## src/rtl/up_rst_seq.sv

```systemverilog
// Reset sequencer and watchdog for up_core based systems.
// Holds CHANNELS active-low resets asserted, releases them one by one (channel 0 first),
// then supervises the running system with a kickable watchdog. Watchdog expiry or a
// software request restarts the whole sequence; with AUTO_RESTART=0 expiry parks in HALT.
module up_rst_seq #(
  parameter int unsigned CHANNELS     = 4,
  parameter int unsigned HOLD_CYCLES  = 5,
  parameter int unsigned STAGGER      = 2,
  parameter int unsigned TIMEOUT_W    = 16,
  parameter bit          AUTO_RESTART = 1'b1
) (
  input  logic                 clk,
  input  logic                 rst,
  input  logic                 sw_rst_req,
  input  logic                 wdt_en,
  input  logic                 wdt_kick,
  input  logic [TIMEOUT_W-1:0] wdt_limit,
  output logic [CHANNELS-1:0]  ch_nRst,
  output logic                 ready,
  output logic                 halted,
  output logic [1:0]           cause,
  output logic [7:0]           restart_cnt
);

  // Phase counter only ever has to reach max(HOLD_CYCLES, STAGGER) - 1.
  localparam int unsigned CntMax = (HOLD_CYCLES > STAGGER) ? HOLD_CYCLES : STAGGER;
  localparam int unsigned CntW   = (CntMax > 1) ? $clog2(CntMax) : 1;
  localparam int unsigned IdxW   = (CHANNELS > 1) ? $clog2(CHANNELS) : 1;

  localparam logic [CntW-1:0]      HoldLast = CntW'(HOLD_CYCLES - 1);
  localparam logic [CntW-1:0]      StagLast = CntW'(STAGGER - 1);
  localparam logic [IdxW-1:0]      IdxLast  = IdxW'(CHANNELS - 1);
  localparam logic [TIMEOUT_W-1:0] WdtOne   = TIMEOUT_W'(1);

  localparam logic [1:0] CausePor = 2'b00;
  localparam logic [1:0] CauseSw  = 2'b01;
  localparam logic [1:0] CauseWdt = 2'b10;

  typedef enum logic [1:0] {
    StAssert,
    StRelease,
    StRun,
    StHalt
  } state_e;

  state_e                 state;
  logic [CntW-1:0]        cnt;
  logic [IdxW-1:0]        idx;       // next channel to release while in StRelease
  logic [TIMEOUT_W-1:0]   wdt_cnt;

  logic                   wdt_active;
  logic                   wdt_expire;
  logic [7:0]             restart_cnt_inc;

  // Watchdog decode and saturating restart counter increment.
  always_comb begin
    wdt_active      = wdt_en && (wdt_limit != '0);
    // A kick in the same cycle always wins over expiry.
    wdt_expire      = wdt_active && !wdt_kick && (wdt_cnt == (wdt_limit - WdtOne));
    restart_cnt_inc = (restart_cnt == 8'hFF) ? restart_cnt : (restart_cnt + 8'd1);
  end

  // Sequencer FSM; every output is a flop written here.
  always_ff @(posedge clk or posedge rst) begin
    if (rst) begin
      state       <= StAssert;
      cnt         <= '0;
      idx         <= '0;
      wdt_cnt     <= '0;
      ch_nRst     <= '0;
      ready       <= 1'b0;
      halted      <= 1'b0;
      cause       <= CausePor;
      restart_cnt <= 8'd0;
    end else if (sw_rst_req) begin
      // Software restart beats every other event, including a coincident expiry.
      state       <= StAssert;
      cnt         <= '0;
      idx         <= '0;
      ch_nRst     <= '0;
      ready       <= 1'b0;
      halted      <= 1'b0;
      cause       <= CauseSw;
      restart_cnt <= restart_cnt_inc;
    end else begin
      unique case (state)
        StAssert: begin
          if (cnt == HoldLast) begin
            ch_nRst[0] <= 1'b1;
            cnt        <= '0;
            if (CHANNELS == 1) begin
              state   <= StRun;
              ready   <= 1'b1;
              wdt_cnt <= '0;
            end else begin
              state <= StRelease;
              idx   <= IdxW'(1);
            end
          end else begin
            cnt <= cnt + CntW'(1);
          end
        end

        StRelease: begin
          if (cnt == StagLast) begin
            ch_nRst[idx] <= 1'b1;
            cnt          <= '0;
            if (idx == IdxLast) begin
              state   <= StRun;
              ready   <= 1'b1;
              wdt_cnt <= '0;
            end else begin
              idx <= idx + IdxW'(1);
            end
          end else begin
            cnt <= cnt + CntW'(1);
          end
        end

        StRun: begin
          if (wdt_kick) begin
            wdt_cnt <= '0;
          end else if (wdt_expire) begin
            ch_nRst <= '0;
            ready   <= 1'b0;
            cause   <= CauseWdt;
            cnt     <= '0;
            idx     <= '0;
            if (AUTO_RESTART) begin
              state       <= StAssert;
              restart_cnt <= restart_cnt_inc;
            end else begin
              state  <= StHalt;
              halted <= 1'b1;
            end
          end else if (wdt_active) begin
            wdt_cnt <= wdt_cnt + WdtOne;
          end
        end

        StHalt: begin
          // Parked with all channels asserted until rst or sw_rst_req.
          ch_nRst <= '0;
          ready   <= 1'b0;
          halted  <= 1'b1;
        end

        default: begin
          state   <= StAssert;
          cnt     <= '0;
          idx     <= '0;
          ch_nRst <= '0;
          ready   <= 1'b0;
          halted  <= 1'b0;
        end
      endcase
    end
  end

`ifndef SYNTHESIS
  // Output consistency: ready only with every channel released, halted only with none.
  a_ready_all_released: assert property (@(posedge clk) disable iff (rst)
    ready |-> (&ch_nRst));
  a_halt_all_asserted: assert property (@(posedge clk) disable iff (rst)
    halted |-> (ch_nRst == '0));
  a_ready_halt_excl: assert property (@(posedge clk) disable iff (rst)
    !(ready && halted));
`endif

endmodule

```

## config.mk

```make
export PLATFORM = sky130hd
export DESIGN_NAME = up_rst_seq
export DESIGN_NICKNAME = d
export VERILOG_FILES = /design/src/rtl/up_rst_seq.sv
export SDC_FILE = /design/constraint.sdc
export NUM_CORES = 1
export LEC_CHECK = 0
export CORE_AREA = 2 2 112 81
export CTS_CLUSTER_DIAMETER = 120
export DETAILED_ROUTE_END_ITERATION = 10
export DIE_AREA = 0 0 114 83
export GPL_ROUTABILITY_DRIVEN = 0
export RECOVER_POWER = 25
export SLEW_MARGIN = 5
export SYNTH_ARGS = -nofsm -noshare
export SYNTH_HDL_FRONTEND = slang
export SYNTH_SLANG_ARGS = --single-unit
export TNS_END_PERCENT = 50
```

## constraint.sdc

```tcl
create_clock -name clk -period 3.2 [get_ports clk]
set_input_delay 0.64 -clock clk [delete_from_list [all_inputs] [get_ports clk]]
set_output_delay 0.64 -clock clk [all_outputs]
set_load 0.02 [all_outputs]
```

After elaboration in Yosys (flattened, before gate mapping)
Index checks and enable logic that the tools add are counted.
{ "word_totals": {"register_bits": 39, "latchBits": 0, "ramBits": 0, "rom_bits": 0, "inputBits": 21, "output_inout_bits": 16, "elab_cells": 108, "memories": 0} }
{ "classes": {"addsub": 5, "mul": 0, "div": 0, "n_lt_le_gt_ge": 2, "n_eq_ne": 19, "shift": 0, "muxes": 49, "bitwise": 2, "reduce_logical": 21} }
{ "ops": {"columns": ["op", "n"], "rows": [
  ["16-bit 2-to-1 mux", 5],
  ["8-bit 2-to-1 mux", 5],
  ["16-bit case mux with 2 select lines", 1],
  ["2-bit 2-to-1 mux", 13],
  ["3-bit != test, second input constant", 8],
  ["3-bit case mux with 3 select lines", 2],
  ["6-bit AND reduction", 3],
  ["16-bit by 1-bit adder with 16-bit output, second input constant", 1],
  ["16-bit equality test", 1],
  ["4-bit 2-to-1 mux", 4],
  ["16-bit nonzero test", 1],
  ["16-bit by 1-bit subtractor with 16-bit output, second input constant", 1],
  ["3-bit 2-to-1 mux", 5],
  ["2-bit case mux with 3 select lines", 2],
  ["1-bit 2-to-1 mux", 9],
  ["8-bit by 1-bit adder with 8-bit output, second input constant", 1],
  ["8-bit equality test, second input constant", 1],
  ["4-bit AND reduction", 2],
  ["2-bit nonzero test", 4],
  ["4-bit nonzero test", 2],
  ["2-bit equality test, second input constant", 3],
  ["2-bit != test, second input constant", 3],
  ["3-bit AND reduction", 2],
  ["5-bit AND reduction", 1],
  ["other kinds (15)", 18]
]} }

Depth between registers and ports, before layout
{ "depth": {"depth_word": 8, "ltp_mapped": 13} }

Least setup slack after synthesis
OpenSTA, ideal clock, no wires.
{ "synth_timing": {"kind": "input to register", "start": "input wdt_limit[0]", "end": "register state[0]", "setup_ns": 0.125, "arrival_ns": 3.216, "path_slack_ns": -0.141, "cell_stages": 11, "n_path_buf": 1, "cell_sequence": "inv_1 -> ha_1 -> or4b_2 -> nor3_1 -> nand3_1 -> o2bb2ai_1 -> or2_1 -> buf_6 -> o41ai_4 -> nand4b_4 -> mux2_4"} }
{ "synth_via": {"elab_chain_cells": 6} }
{ "synth_lines": {"columns": ["element", "line", "source"], "rows": [
  ["from (decl)", "17", "input logic [TIMEOUT_W-1:0] wdt_limit,"],
  ["parallel branches: the longest is 3 deep, another holds 16-bit by 1-bit subtractor with 16-bit output", null, null],
  ["1-bit logical AND (*)", "59", "wdt_expire = wdt_active && !wdt_kick && (wdt_cnt == (wdt_limit - WdtOne));"],
  ["3-bit != test (no source line) (*)", null, null],
  ["6-bit AND reduction (no source line) (*)", null, null],
  ["to (signal assigned)", "66", "state <= StAssert;"],
  ["to (signal assigned)", "77", "state <= StAssert;"],
  ["to (signal assigned)", "92", "state <= StRun;"],
  ["to (decl)", "46", "state_e state;"]
]} }
Mark *: on every way between the ends.
A chain may end at the register's enable or synchronous reset.

Worst setup path after layout
{ "layout_timing": {"start": "input wdt_limit[11]", "end": "register state[0]"} }
Same word-level chain as after synthesis.

==> flow_metrics.env <==
export IMPL_clock_path_buffers=2
export IMPL_hold_violations=0
export IMPL_antennaDiodeCount=0
export IMPL_yosysWarnings=0
export IMPL_async_reset_ff_frac=1.00
export IMPL_ys_seq_elements=39
export IMPL_seqPwrFrac=0.365
export IMPL_detail_route_antenna_nets=0
export IMPL_final_common_cell="buf_4"
export IMPL_most_common_layout_cells="47 x buf_4, 39 x dfrtp_1, 30 x clkdlybuf4s50_1"
export IMPL_hp_class="reg -> reg"
export IMPL_final_nets=438
export IMPL_die_y_um=83
export IMPL_dp_hpwl_um=5520
export IMPL_crit_start="wdt_limit[11]"
export IMPL_wirelength_met1_um=3910
export IMPL_ir_drop_v=0.000233
export IMPL_tns_ns=0
export IMPL_internal_power_mw=1.15
export IMPL_p_clk_frac=0.275
export IMPL_grt_usage=0.160
export IMPL_vias=2673
export IMPL_synth_cell_types=59
export IMPL_num_rows=28
export IMPL_drc=0
export IMPL_power_density_nw_per_um2=443
export IMPL_worstPathRequired_ns=3.36
export IMPL_wl_met3_um=305
export IMPL_start_kind="input pin"
export IMPL_topRoutingLayerUsed="met4"
export IMPL_status="completed"
export IMPL_worst_endpoint_arrival_ns=3.26
export IMPL_dieWidth_um=114
export IMPL_postSynthCellCount=318
export IMPL_path_clk_slew_ns=0.06
export IMPL_power_mw=1.73
export IMPL_max_freq_ghz=0.323
export IMPL_drt_total_wl_um=7310
export IMPL_drt_iter0_markers=216
export IMPL_synth_avg_cell_area_um2=8.99
export IMPL_grt_max_degree=40
export IMPL_core_area_um2=8340
export IMPL_p_comb_frac=0.360
export IMPL_clock_latency_ns=0.28
export IMPL_crit_fanout=5
export IMPL_die_area_um2=9460
export IMPL_report_final_slew_viol_count=0
export IMPL_io_pins=37
export IMPL_p_switching_uw=581
export IMPL_fin_crit_ns=3.10
export IMPL_syn_area_um2=2860
export IMPL_wl_per_cell_um=14.4
export IMPL_synth_edf_count=0
export IMPL_area_growth_pct=36.8
export IMPL_p_sw_frac=0.335
export IMPL_overflow=0
export IMPL_p_leak_nw=1.69
export IMPL_hp_start="ch_nRst[2]$_DFFE_PP0P_"
export IMPL_skew_ns=0.00295
export IMPL_clock_root_buffer="clkbuf_16"
export IMPL_r2r_start="idx[0]$_DFFE_PP0P_"
export IMPL_cp_end_kind="flop"
export IMPL_cts_tree="yes"
export IMPL_setup_violations=0
export IMPL_antenna_found_initial=0
export IMPL_cts_sinks=39
export IMPL_synth_seq_area_share=0.341
export IMPL_cts_hold_buffers=0
export IMPL_critical_path_class="in -> reg"
export IMPL_start_util=0.343
export IMPL_cts_htree_levels=2
export IMPL_synth_nets=355
export IMPL_cap_violations=0
export IMPL_cts_buffers_inserted=5
export IMPL_worst_slew_pin_slew_ns=0.984
export IMPL_portBuffers=36
export IMPL_fin_crit_sh=0.968
export IMPL_grt_pass1_wl_um=12300
export IMPL_wl_met2_um=3060
export IMPL_first_pass_iters=4
export IMPL_grt_pass1_vias=2488
export IMPL_yosys_most_used_dff="dfrtp_1"
export IMPL_viasPerCell=5.27
export IMPL_max_slew_margin=0.344
export IMPL_post_route_cells_drive_above_1_share=0.226
-- synthesized netlist by cell type (6+ instances only) --
master | number | area share
o211ai_1 | 6 | 0.016
clkbuf_1 | 7 | 0.0092
nor2b_1 | 6 | 0.013
dfrtp_1 | 39 | 0.34
ha_1 | 16 | 0.070
nor2_1 | 23 | 0.030
xnor2_1 | 19 | 0.058
nand2_1 | 24 | 0.032
nand3_1 | 9 | 0.016
nand4_1 | 8 | 0.018
or3_1 | 6 | 0.013
inv_1 | 15 | 0.020
a31oi_1 | 9 | 0.020
nor3_1 | 6 | 0.011
xor2_1 | 6 | 0.018
or4_1 | 7 | 0.018
and3_1 | 13 | 0.028
a21oi_1 | 15 | 0.026
o21ai_0 | 12 | 0.021
-- flip-flops by register name, summed over array words and instances (netlist names) --
register     cells
wdt_cnt         16
restart_cnt      8
ch_nRst          4
cnt              3
cause            2
idx              2
state            2
halted           1
ready            1
-- power by group through the flow --
stage | combinational (mW) | sequential [mW] | clock (mW)
final | 0.625 | 0.632 | 0.477
after global routing | 0.688 | 0.647 | 0.514
after CTS | 0.620 | 0.631 | 0.497
after detailed placement | 0.614 | 0.640 | 0
after global placement | 0.606 | 0.639 | 0
after floorplan | 0.302 | 0.689 | 0
-- timing repair --
item | CTS | global route
resized for setup | 16 | 14
gates cloned | 0 | 0
buffers inserted | 1 | 1
setup endpoints to repair | 34 | 19
pin swaps | 7 | 7
-- layout make-up --
| type | instances | area [µm²] |
|---|---|---|
| clock buffers | 7 | 133 |
| clock inverters | 1 | 5.00 |
| fillers | 815 | 4430 |
| inverters | 15 | 56.3 |
| multi-input cells | 254 | 1880 |
| flip-flops and latches | 39 | 976 |
| well taps | 105 | 131 |
| repair buffers | 86 | 734 |
-- stage by stage --
step                      instance area, µm²   util  instances  hold WS (ns)  setup WS, ns
after detailed placement                3660  0.439        497         0.491        -0.577
after CTS                               3850  0.461        506         0.505        0.0236
after floorplan                         2860      -        318         0.518        -0.141
final                                   3910  0.469        507         0.506         0.102
after global routing                    3910  0.469        507         0.526      -0.00169
after global placement                  3660  0.439        497         0.484        -0.446
-- layer usage --
| layer | track usage | up-vias |
|---|---|---|
| li1 | - | 1351 |
| met1 | 0.253 | 1275 |
| met2 | 0.223 | 41 |
| met3 | 0.0380 | 6 |
| met4 | 0.0188 | 0 |
| met5 | 0 | - |
-- critical path, stage by stage --
cell and delay (ns):
clkdlybuf4s50_1 0.43, or4_4 0.42, or3_4 0.34, a211oi_2 0.24, o2bb2ai_2 0.09, or2_4 0.26, o41ai_4 0.19, buf_4 0.20
nand4b_4 0.11, mux2_4 0.32
-- logic make-up after synthesis --
| kind of cell | count (synthesis) | share of synthesized area |
|---|---|---|
| AO/OA/AOI/OAI | 73 | 0.181 |
| adder cells (fa/ha/maj) | 16 | 0.0700 |
| buffers and inverters | 25 | 0.0363 |
| XOR/XNOR | 25 | 0.0766 |
| flip-flops | 39 | 0.341 |
| AND/OR/NAND/NOR | 132 | 0.263 |
| multiplexers | 8 | 0.0319 |
-- final timing paths --
path / end / slack (ns) / cells past startpoint
min in group asynchronous: wdt_cnt[4]$_DFFE_PP0P_ / 1.11 / 3
hold reg to reg: ch_nRst[2]$_DFFE_PP0P_ / 0.51 / 2
setup reg to reg: wdt_cnt[9]$_DFFE_PP0P_ / 0.53 / 10
hold / removal: ch_nRst[2]$_DFFE_PP0P_ / 0.51 / 2
setup / recovery: state[0]$_DFFE_PP0P_ / 0.10 / 10
max in group asynchronous: wdt_cnt[9]$_DFFE_PP0P_ / 1.47 / 3
Note: power is estimated with default switching activity, not from simulation.
